File: src/rtl/buzzer_sfx.sv
`default_nettype none
// ============================================================================
//  Module   : buzzer_sfx
//  Purpose  : Sound-effect sequencer for a piezo buzzer. Game events are
//             latched as pending sounds and played one at a time, highest
//             priority first, from a fixed note table. Each note is a square
//             wave (half-period in clk cycles) lasting a number of video
//             frames, followed by a one-frame silent gap.
//  Ports    : clk             - 25 MHz system clock (only clock)
//             reset           - synchronous reset, active-high
//             startOfFrame    - one-cycle pulse at pixel (0,0)
//             player_died     - event pulse, sound 3 (highest priority)
//             alien_died      - event pulse, sound 2
//             player_eat_gold - event pulse, sound 1
//             fire_pressed    - shot button level, sound 0 on rising edge
//             buzzer          - square wave output
//             busy            - a sound is playing (NOTE or GAP)
//             sound_id        - sound being played, 0 when idle
//  Config   : SFX_PREEMPT_EN  - when defined, a pending sound of strictly
//             higher priority aborts the current sound immediately.
//  Revision : 1.0 - initial release
// ============================================================================
module buzzer_sfx (
    input  logic       clk,
    input  logic       reset,
    input  logic       startOfFrame,
    input  logic       player_died,
    input  logic       alien_died,
    input  logic       player_eat_gold,
    input  logic       fire_pressed,
    output logic       buzzer,
    output logic       busy,
    output logic [1:0] sound_id
);

    typedef enum logic [1:0] {
        IDLE = 2'd0,
        NOTE = 2'd1,
        GAP  = 2'd2
    } state_t;

    state_t      r_state, w_state_nxt;
    logic [3:0]  r_pending, w_pending_nxt;
    logic [3:0]  w_set;
    logic        r_fire_q;
    logic [1:0]  r_sound, w_sound_nxt;
    logic [1:0]  r_note, w_note_nxt;
    logic [14:0] r_hp_cnt, w_hp_cnt_nxt;
    logic [3:0]  r_frame_cnt, w_frame_cnt_nxt;
    logic        r_buzzer, w_buzzer_nxt;
    logic        w_any_pending;
    logic [1:0]  w_top_id;
    logic [14:0] w_half;
    logic        w_last_note;
    logic        w_preempt;
    logic        w_start;

    // Half-period of note idx of sound id, in clk cycles.
    function automatic logic [14:0] f_half_period(input logic [1:0] id, input logic [1:0] idx);
        logic [14:0] v;
        v = 15'd6250;
        case (id)
            2'd0: v = 15'd6250;
            2'd1: v = (idx == 2'd0) ? 15'd25000 : 15'd12500;
            2'd2: v = 15'd10000;
            default: begin
                case (idx)
                    2'd0:    v = 15'd12500;
                    2'd1:    v = 15'd18750;
                    default: v = 15'd25000;
                endcase
            end
        endcase
        return v;
    endfunction

    // Every note of a given sound lasts the same number of frames.
    function automatic logic [3:0] f_frames(input logic [1:0] id);
        logic [3:0] v;
        case (id)
            2'd0:    v = 4'd2;
            2'd1:    v = 4'd4;
            2'd2:    v = 4'd6;
            default: v = 4'd10;
        endcase
        return v;
    endfunction

    function automatic logic [1:0] f_last_idx(input logic [1:0] id);
        logic [1:0] v;
        case (id)
            2'd1:    v = 2'd1;
            2'd3:    v = 2'd2;
            default: v = 2'd0;
        endcase
        return v;
    endfunction

    // Bit position equals sound_id, so priority is simply the highest set bit.
    assign w_set         = {player_died, alien_died, player_eat_gold, fire_pressed & ~r_fire_q};
    assign w_any_pending = |r_pending;
    assign w_half        = f_half_period(r_sound, r_note);
    assign w_last_note   = (r_note == f_last_idx(r_sound));

    always_comb begin
        w_top_id = 2'd0;
        if (r_pending[3])      w_top_id = 2'd3;
        else if (r_pending[2]) w_top_id = 2'd2;
        else if (r_pending[1]) w_top_id = 2'd1;
    end

`ifdef SFX_PREEMPT_EN
    assign w_preempt = w_any_pending && (w_top_id > r_sound);
`else
    assign w_preempt = 1'b0;
`endif

    always_comb begin
        w_state_nxt     = r_state;
        w_sound_nxt     = r_sound;
        w_note_nxt      = r_note;
        w_hp_cnt_nxt    = r_hp_cnt;
        w_frame_cnt_nxt = r_frame_cnt;
        w_buzzer_nxt    = r_buzzer;
        w_pending_nxt   = r_pending | w_set;
        w_start         = 1'b0;

        case (r_state)
            IDLE: begin
                w_buzzer_nxt = 1'b0;
                if (w_any_pending) w_start = 1'b1;
            end
            NOTE: begin
                if (w_preempt) begin
                    w_start = 1'b1;
                end else begin
                    if (r_hp_cnt == w_half - 15'd1) begin
                        w_hp_cnt_nxt = 15'd0;
                        w_buzzer_nxt = ~r_buzzer;
                    end else begin
                        w_hp_cnt_nxt = r_hp_cnt + 15'd1;
                    end
                    // The partial frame after entry counts, so the note ends
                    // on the frame pulse that finds the counter at 1.
                    if (startOfFrame) begin
                        if (r_frame_cnt == 4'd1) begin
                            w_state_nxt  = GAP;
                            w_buzzer_nxt = 1'b0;
                            w_hp_cnt_nxt = 15'd0;
                        end else begin
                            w_frame_cnt_nxt = r_frame_cnt - 4'd1;
                        end
                    end
                end
            end
            GAP: begin
                w_buzzer_nxt = 1'b0;
                if (w_preempt) begin
                    w_start = 1'b1;
                end else if (startOfFrame) begin
                    if (w_last_note) begin
                        w_state_nxt = IDLE;
                    end else begin
                        w_state_nxt     = NOTE;
                        w_note_nxt      = r_note + 2'd1;
                        w_hp_cnt_nxt    = 15'd0;
                        w_frame_cnt_nxt = f_frames(r_sound);
                    end
                end
            end
            default: w_state_nxt = IDLE;
        endcase

        // Starting a sound (from IDLE or by preemption) loads the highest
        // pending one and clears only its bit; a same-cycle re-trigger wins.
        if (w_start) begin
            w_state_nxt     = NOTE;
            w_sound_nxt     = w_top_id;
            w_note_nxt      = 2'd0;
            w_hp_cnt_nxt    = 15'd0;
            w_frame_cnt_nxt = f_frames(w_top_id);
            w_buzzer_nxt    = 1'b0;
            w_pending_nxt   = (r_pending & ~(4'b0001 << w_top_id)) | w_set;
        end
    end

    always_ff @(posedge clk) begin
        if (reset) begin
            r_state     <= IDLE;
            r_pending   <= 4'd0;
            r_fire_q    <= 1'b0;
            r_sound     <= 2'd0;
            r_note      <= 2'd0;
            r_hp_cnt    <= 15'd0;
            r_frame_cnt <= 4'd0;
            r_buzzer    <= 1'b0;
        end else begin
            r_state     <= w_state_nxt;
            r_pending   <= w_pending_nxt;
            r_fire_q    <= fire_pressed;
            r_sound     <= w_sound_nxt;
            r_note      <= w_note_nxt;
            r_hp_cnt    <= w_hp_cnt_nxt;
            r_frame_cnt <= w_frame_cnt_nxt;
            r_buzzer    <= w_buzzer_nxt;
        end
    end

    assign buzzer   = r_buzzer;
    assign busy     = (r_state != IDLE);
    assign sound_id = busy ? r_sound : 2'd0;

endmodule
`default_nettype wire

File: config.mk
export PLATFORM = sky130hd
export DESIGN_NAME = buzzer_sfx
export DESIGN_NICKNAME = d
export VERILOG_FILES = /design/src/rtl/buzzer_sfx.sv
export SDC_FILE = /design/constraint.sdc
export NUM_CORES = 1
export LEC_CHECK = 0
export BUFFER_PORTS_ARGS = -buffer_cell sky130_fd_sc_hd__buf_2
export CAP_MARGIN = 10
export CORE_MARGIN = 2
export CORE_UTILIZATION = 40
export CTS_BUF_LIST = sky130_fd_sc_hd__clkbuf_16
export CTS_CLUSTER_SIZE = 30
export DETAILED_ROUTE_END_ITERATION = 7
export GPL_TIMING_DRIVEN = 0
export PLACE_DENSITY = 0.64
export SLEW_MARGIN = 0
export SYNTH_ARGS = -nofsm -noshare
export SYNTH_HDL_FRONTEND = slang
export SYNTH_SLANG_ARGS = --single-unit
File: constraint.sdc
create_clock -name clk -period 3.25 [get_ports clk]
set_clock_uncertainty 0.2 [all_clocks]
set_input_delay 0.1625 -clock clk [delete_from_list [all_inputs] [get_ports clk]]
set_output_delay 0.1625 -clock clk [all_outputs]
set_load 0.05 [all_outputs]
==> flow_summary.ini, run 1 <==
[power]
power_density_mw_per_mm2 = 466
finalPower_uw = 1410
p_leak_uw = 0.00117
ir_drop_v = 0.000362

[clock_tree]
cts_root_buffer = clkbuf_16
clock_latency_ns = 0.28
cts_tree = yes
numCtsBuffers = 5
clock_path_buffers = 2
cts.clk_slew.worst_paths_ns = 0.06
cts.sinks = 31
htreeDepth = 2

[logic_synthesis]
synthArstFlopShare = 0
synthTopCellsByArea = dfxtp_1, ha_1, nand2_1, nor2_1, xnor2_1
ys.flop_type = dfxtp_1
synth_warnings = 0
avgSynthCellArea_sq_um = 7.88
ys_top_cells_by_count = nand2_1, nor2_1, dfxtp_1, ha_1, inv_1
synth_edf_count = 0
postSynthCellCount = 307
syn_area_sq_mm = 0.00242
seq_area_frac_synth = 0.256
ys_seq_elements = 31
syn-num-nets = 337
synth_most_common_cell = nand2_1
yosys.area.top_type = dfxtp_1
synth.top_cell.area_share = 0.256
synth.distinct_cells = 56

[route]
dr.pass1.iters = 4
vias = 2275
post_drt_wl_per_cell_um = 13.9
drt_iter0_markers = 179
drtAntennaViolNets = 0
wl_um = 5740
routed_via_density = 5.50
drc = 0

[final_layout]
drive_gt1_frac = 0.186
area_growth_syn_to_layout_pct = 25.0
nets = 368
n_fill_cell = 565
antennaDiodeCount = 0

[setup_path]
end_kind = register
crit_slowest_cell = dfxtp_4
start_kind = register
required_ns = 3.21
path_max_fanout = 10
crit_chain = ha_1 -> buf_6 -> nand2b_4 -> a21boi_4 -> ha_4 -> xor2_2 -> o2111ai_2 -> nor4b_2 -> and4_4 -> nand4_4 -> buf_12 -> o2111ai_1 -> o311ai_1
setup.worst_path.class = reg2reg
cp_data_arrival_time_ns = 3.02
r2r_start = r_sound[0]
crit_start = r_sound[0]
critPathMaxStageDelay_ns = 0.36
r2r_setup_slack_ns = 0.19

[die]
die_area_sq_mm = 0.00669
initial_core_util = 0.411
core_sq_mm = 0.00589
die_y_um = 81.8
io_pins = 11
row_count = 28
die_w_um = 81.8

[timing]
grt_setup_unrepaired = no
post-route-period-util = 0.943
worst_slew_pin_slew_ns = 0.737
fmax_mhz = 326
finalMaxSlewViolations = 0
period_minus_slack_ns = 3.06
hold_viol = 0
max_slew_margin = 0.506
setup_viol = 0
worst_slack_ns = 0.186
hold_slack_ns = 0.0450

[global_route]
grt-ovfl-total = 0
grt_max_degree = 12
use_met2 = 0.320
grt_first_pass_wirelength_um = 9670
grt_pass1_vias = 2171
antenna_found_initial = 0
grt_usage = 0.188
busiest_layer = met2
met1_usage = 0.217
use_met3 = 0.0396

[placement]
post-place-ws_ns = -0.388
hpwl_um = 4050
port_buffers = 10
gp_congestion = 0.921

[worst_hold_path]
hp-class = in2reg
holdCritStartpoint = fire_pressed

[job]
maxCapViolations = 0

[status]
status = finished clean
[report_power, final]
| group | internal (uW) | switching (uW) |
|---|---|---|
| combinational | 191 | 260 |
| clock | 357 | 177 |
| sequential | 402 | 21.7 |
[placed cells by master (no fill, tap or decap), drive strengths merged, types with 2 or more instances in the layout]
cell type | Yosys | final
o31ai | 7 | 7
o311ai | 2 | 2
and3b | 3 | 3
a21oi | 10 | 10
o2111ai | 4 | 4
nor2b | 4 | 4
nor3 | 5 | 5
clkbuf | 9 | 13
nand3 | 13 | 13
o211ai | 10 | 10
nand2 | 40 | 40
and3 | 3 | 3
a221oi | 2 | 2
xor2 | 6 | 6
clkinv | 0 | 2
o311a | 2 | 2
dlygate4sd3 | 0 | 6
a21boi | 3 | 3
a31oi | 3 | 3
xnor2 | 13 | 13
inv | 21 | 21
and4 | 2 | 2
o21ai | 8 | 8
mux2i | 6 | 6
dfxtp | 31 | 31
nor2 | 36 | 36
a211oi | 4 | 4
buf | 7 | 26
or3 | 3 | 3
nand4 | 3 | 3
ha | 23 | 23
nand2b | 8 | 8
a21o | 2 | 2
[per-stage QoR]
stage / cell area (sq um) / std cells / utilization / TNS [ns]
floorplan: 2420 / 307 / - / 0
global placement: 2560 / 392 / 0.436 / -4.65
detailed placement: 2560 / 392 / 0.436 / -5.48
CTS: 2890 / 408 / 0.491 / 0
global route: 3020 / 414 / 0.514 / 0
finish: 3020 / 414 / 0.514 / 0
[sequential cells by signal, summed over array words and instances (netlist names)]
signal       count
r_state          2
r_frame_cnt      4
r_hp_cnt        15
buzzer           1
r_note           2
r_sound          2
r_fire_q         1
r_pending        4
[kinds of logic (layout without fill, tap and decap cells)]
| family | Yosys count | after routing | synth area share |
|---|---|---|---|
| multiplexers | 6 | 6 | 0.0248 |
| buffers and inverters | 37 | 69 | 0.0626 |
| flip-flops | 31 | 31 | 0.256 |
| AND/OR/NAND/NOR | 125 | 125 | 0.255 |
| AO/OA/AOI/OAI | 66 | 66 | 0.214 |
| XOR/XNOR | 19 | 19 | 0.0688 |
| adder cells (fa/ha/maj) | 23 | 23 | 0.119 |
[routing by layer]
layer  routed length [um]  part of all wire
met5                    0                 0
met4                  176             0.031
met3                  161             0.028
met2                 2780              0.48
met1                 2620              0.46
[final cells by class]
class | count | area [sq um] | area share
Tap cell | 75 | 93.8 | 0.0310
Clock buffer | 5 | 125 | 0.0414
Timing Repair Buffer | 25 | 190 | 0.0629
Inverter | 21 | 81.3 | 0.0269
Sequential cell | 31 | 633 | 0.209
Multi-Input combinational cell | 239 | 1770 | 0.586
Buffer | 15 | 90.1 | 0.0298
Clock inverter | 3 | 38.8 | 0.0128
[critical path, delay by kind of cell, from the launching register on]
family | cells | cell delay [ns]
AND/OR/NAND/NOR | 4 | 0.85
buffers and inverters | 2 | 0.33
AO/OA/AOI/OAI | 4 | 0.57
XOR/XNOR | 1 | 0.14
adder cells (fa/ha/maj) | 2 | 0.50
flip-flops | 1 | 0.36
[timing repair]
action | CTS | global route
setup buffers | 3 | 6
endpoints found under the hold margin | 5 | 0
pin swaps | 3 | 10
endpoints found under the setup margin | 15 | 15
gates resized for setup | 16 | 26
hold buffers | 6 | 0
[final timing paths]
| kind | endpoint | depth (start not counted) |
|---|---|---|
| min reg2reg | r_note[1] | 2 |
| max reg2reg | r_hp_cnt[2] | 13 |
| max | r_hp_cnt[2] | 13 |
| min | r_pending[0] | 4 |
(Power assumes the default switching activity.)
==> run 2, diff against run 1 <==
--- a/config.mk
+++ b/config.mk
@@ -14,6 +14,7 @@
 export DETAILED_ROUTE_END_ITERATION = 7
 export GPL_TIMING_DRIVEN = 0
 export PLACE_DENSITY = 0.64
+export REMOVE_ABC_BUFFERS = 1
 export SLEW_MARGIN = 0
 export SYNTH_ARGS = -nofsm -noshare
 export SYNTH_HDL_FRONTEND = slang
==> run 2 against run 1 <==
  * Sequential share of layout area increased by 0.86 points
  * Worst hold slack worse by 0.022 ns
  * Critical endpoint is now buzzer
  * Highest routed layer unchanged
  * Register-to-register slack worse by 0.06 ns
==> flow_summary.ini, run 2 (synthesis results as in run 1) <==
[final_layout]
area_growth_syn_to_layout_pct = 19.1
nets = 351
top_register = r_hp_cnt
top_regs = r_hp_cnt: 15 flops, r_frame_cnt: 4 flops, r_pending: 4 flops
drive_gt1_frac = 0.174
largest_reg_flops = 15
final_cell_mix = nand2_1, nor2_1, dfxtp_1, inv_1, ha_1
antennaDiodeCount = 0
final_area_sq_mm = 0.00288
finish.utilization = 0.490
layout_commonest_cell = nand2_1

[die]
row_count = 28
die_area_sq_mm = 0.00669
core_sq_mm = 0.00589
die_y_um = 81.8
initial_core_util = 0.411
die_w_um = 81.8
io_pins = 11

[placement]
port_buffers = 10
gp_congestion = 0.865
hpwl_um = 3830
placedInstanceArea_sq_mm = 0.00249
post-place-ws_ns = -0.502

[setup_path]
required_ns = 3.26
crit_family = simple AND/OR/NAND/NOR gates
path_max_fanout = 7
start_kind = register
crit_cells = 13
crit_slowest_cell = dfxtp_2
crit_chain = inv_1 -> ha_4 -> nand2b_4 -> o22ai_2 -> ha_1 -> xor2_1 -> o2111ai_2 -> nor4b_2 -> and4_4 -> nand4_1 -> buf_4 -> or3_1 -> nand3_1
r2r_cells = 13
critPathMaxStageDelay_ns = 0.36
end_kind = register
r2r_setup_slack_ns = 0.13
setup.worst_path.class = reg2reg
crit_buf_inv = 2
cp_data_arrival_time_ns = 3.13

[timing]
worst_slew_pin_slew_ns = 0.772
tns_ns = 0
hold_viol = 0
setup_viol = 0
worst_slack_ns = 0.129
post-route-period-util = 0.960
finalMaxSlewViolations = 0
max_slew_margin = 0.482
period_minus_slack_ns = 3.12
fmax_mhz = 320
grt_setup_unrepaired = yes

[power]
internal-power_uw = 851
p_seq_frac = 0.330
ir_drop_v = 0.000242
power_density_mw_per_mm2 = 449
p_leak_uw = 0.00111
sw_frac_of_total = 0.342
p_sw_uw = 443
clock_power_share = 0.337
pwr-share-comb = 0.332

[clock_tree]
cts.sinks = 31
clock_latency_ns = 0.27
cts_tree = yes
numCtsBuffers = 5
cts_root_buffer = clkbuf_16
cts.clk_slew.worst_paths_ns = 0.05
htreeDepth = 2
clock_path_buffers = 2

[global_route]
antenna_found_initial = 0
grt-ovfl-total = 0
grt_max_degree = 20
grt_first_pass_wirelength_um = 9050
grt_pass1_vias = 1942
grt_usage = 0.173

[worst_hold_path]
hp-class = in2reg
hold_path_depth = 2

[route]
vias = 2169
drt_iter0_markers = 202
post_drt_wl_per_cell_um = 14.2
drc = 0
wl_um = 5650
drtAntennaViolNets = 0
routed_via_density = 5.46
dr.pass1.iters = 4

[status]
status = finished clean

[job]
maxCapViolations = 0
run 2: cell types whose count changed in the layout (fill, tap and decap cells not counted), moves of 2 or more:
cell / change
clkbuf_1: -8
buf_6: -4
buf_1: -2
dfxtp_2: +2
dfxtp_4: -2
ha_1: -2
ha_4: +2
inv_1: +2
run 2: final timing paths:
| path | from | endpoint |
|---|---|---|
| setup / recovery | r_note[0] | buzzer |
| hold / removal | reset | r_pending[2] |
| setup reg to reg | r_note[0] | buzzer |
| hold reg to reg | r_note[1] | r_note[1] |
run 2: cell type report:
class                   instances  area (sq um)
clock inverters                 3          12.5
flip-flops and latches         31           628
repair buffers                 23           160
inverters                      21          81.3
fillers                       572          3000
clock buffers                   5           125
well taps                      75          93.8
multi-input cells             239          1780
run 2: routing by layer:
layer	vias up	GRT usage	part of all wire
met5	-	0	0
met4	0	0.0633	0.021
met3	12	0.0352	0.040
met2	44	0.285	0.48
met1	1011	0.223	0.45
li1	1102	-	-
run 2: timing repair:
action / CTS / global route
pin swaps: 2 / 7
resized for setup: 20 / 13
buffers inserted: 1 / 7
hold buffers: 5 / 0
endpoints found under the hold margin: 5 / 0
gates cloned: 0 / 0
endpoints found under the setup margin: 15 / 15
run 2: per-stage QoR:
| step | power [uW] | hold WS, ns | instances |
|---|---|---|---|
| floorplan | 715 | 0.0316 | 291 |
| global placement | 790 | 0.169 | 376 |
| detailed placement | 796 | 0.180 | 376 |
| CTS | 1270 | 0.0197 | 390 |
| global route | 1360 | 0.0379 | 397 |
| finish | 1290 | 0.0228 | 397 |
run 2: worst reg2reg max path: stages (launching register included):
cell	delay, ns
dfxtp_2	0.36
inv_1	0.10
ha_4	0.19
nand2b_4	0.18
o22ai_2	0.18
ha_1	0.27
xor2_1	0.16
o2111ai_2	0.13
nor4b_2	0.27
and4_4	0.28
nand4_1	0.12
buf_4	0.20
or3_1	0.35
nand3_1	0.08
run 2: power by group through the flow:
stage,registers [uW],clock network [uW],logic [uW]
after floorplan,425,0,290
final,427,436,430
after CTS,426,447,401
after detailed placement,430,0,365
after global placement,429,0,361
after global routing,431,457,473
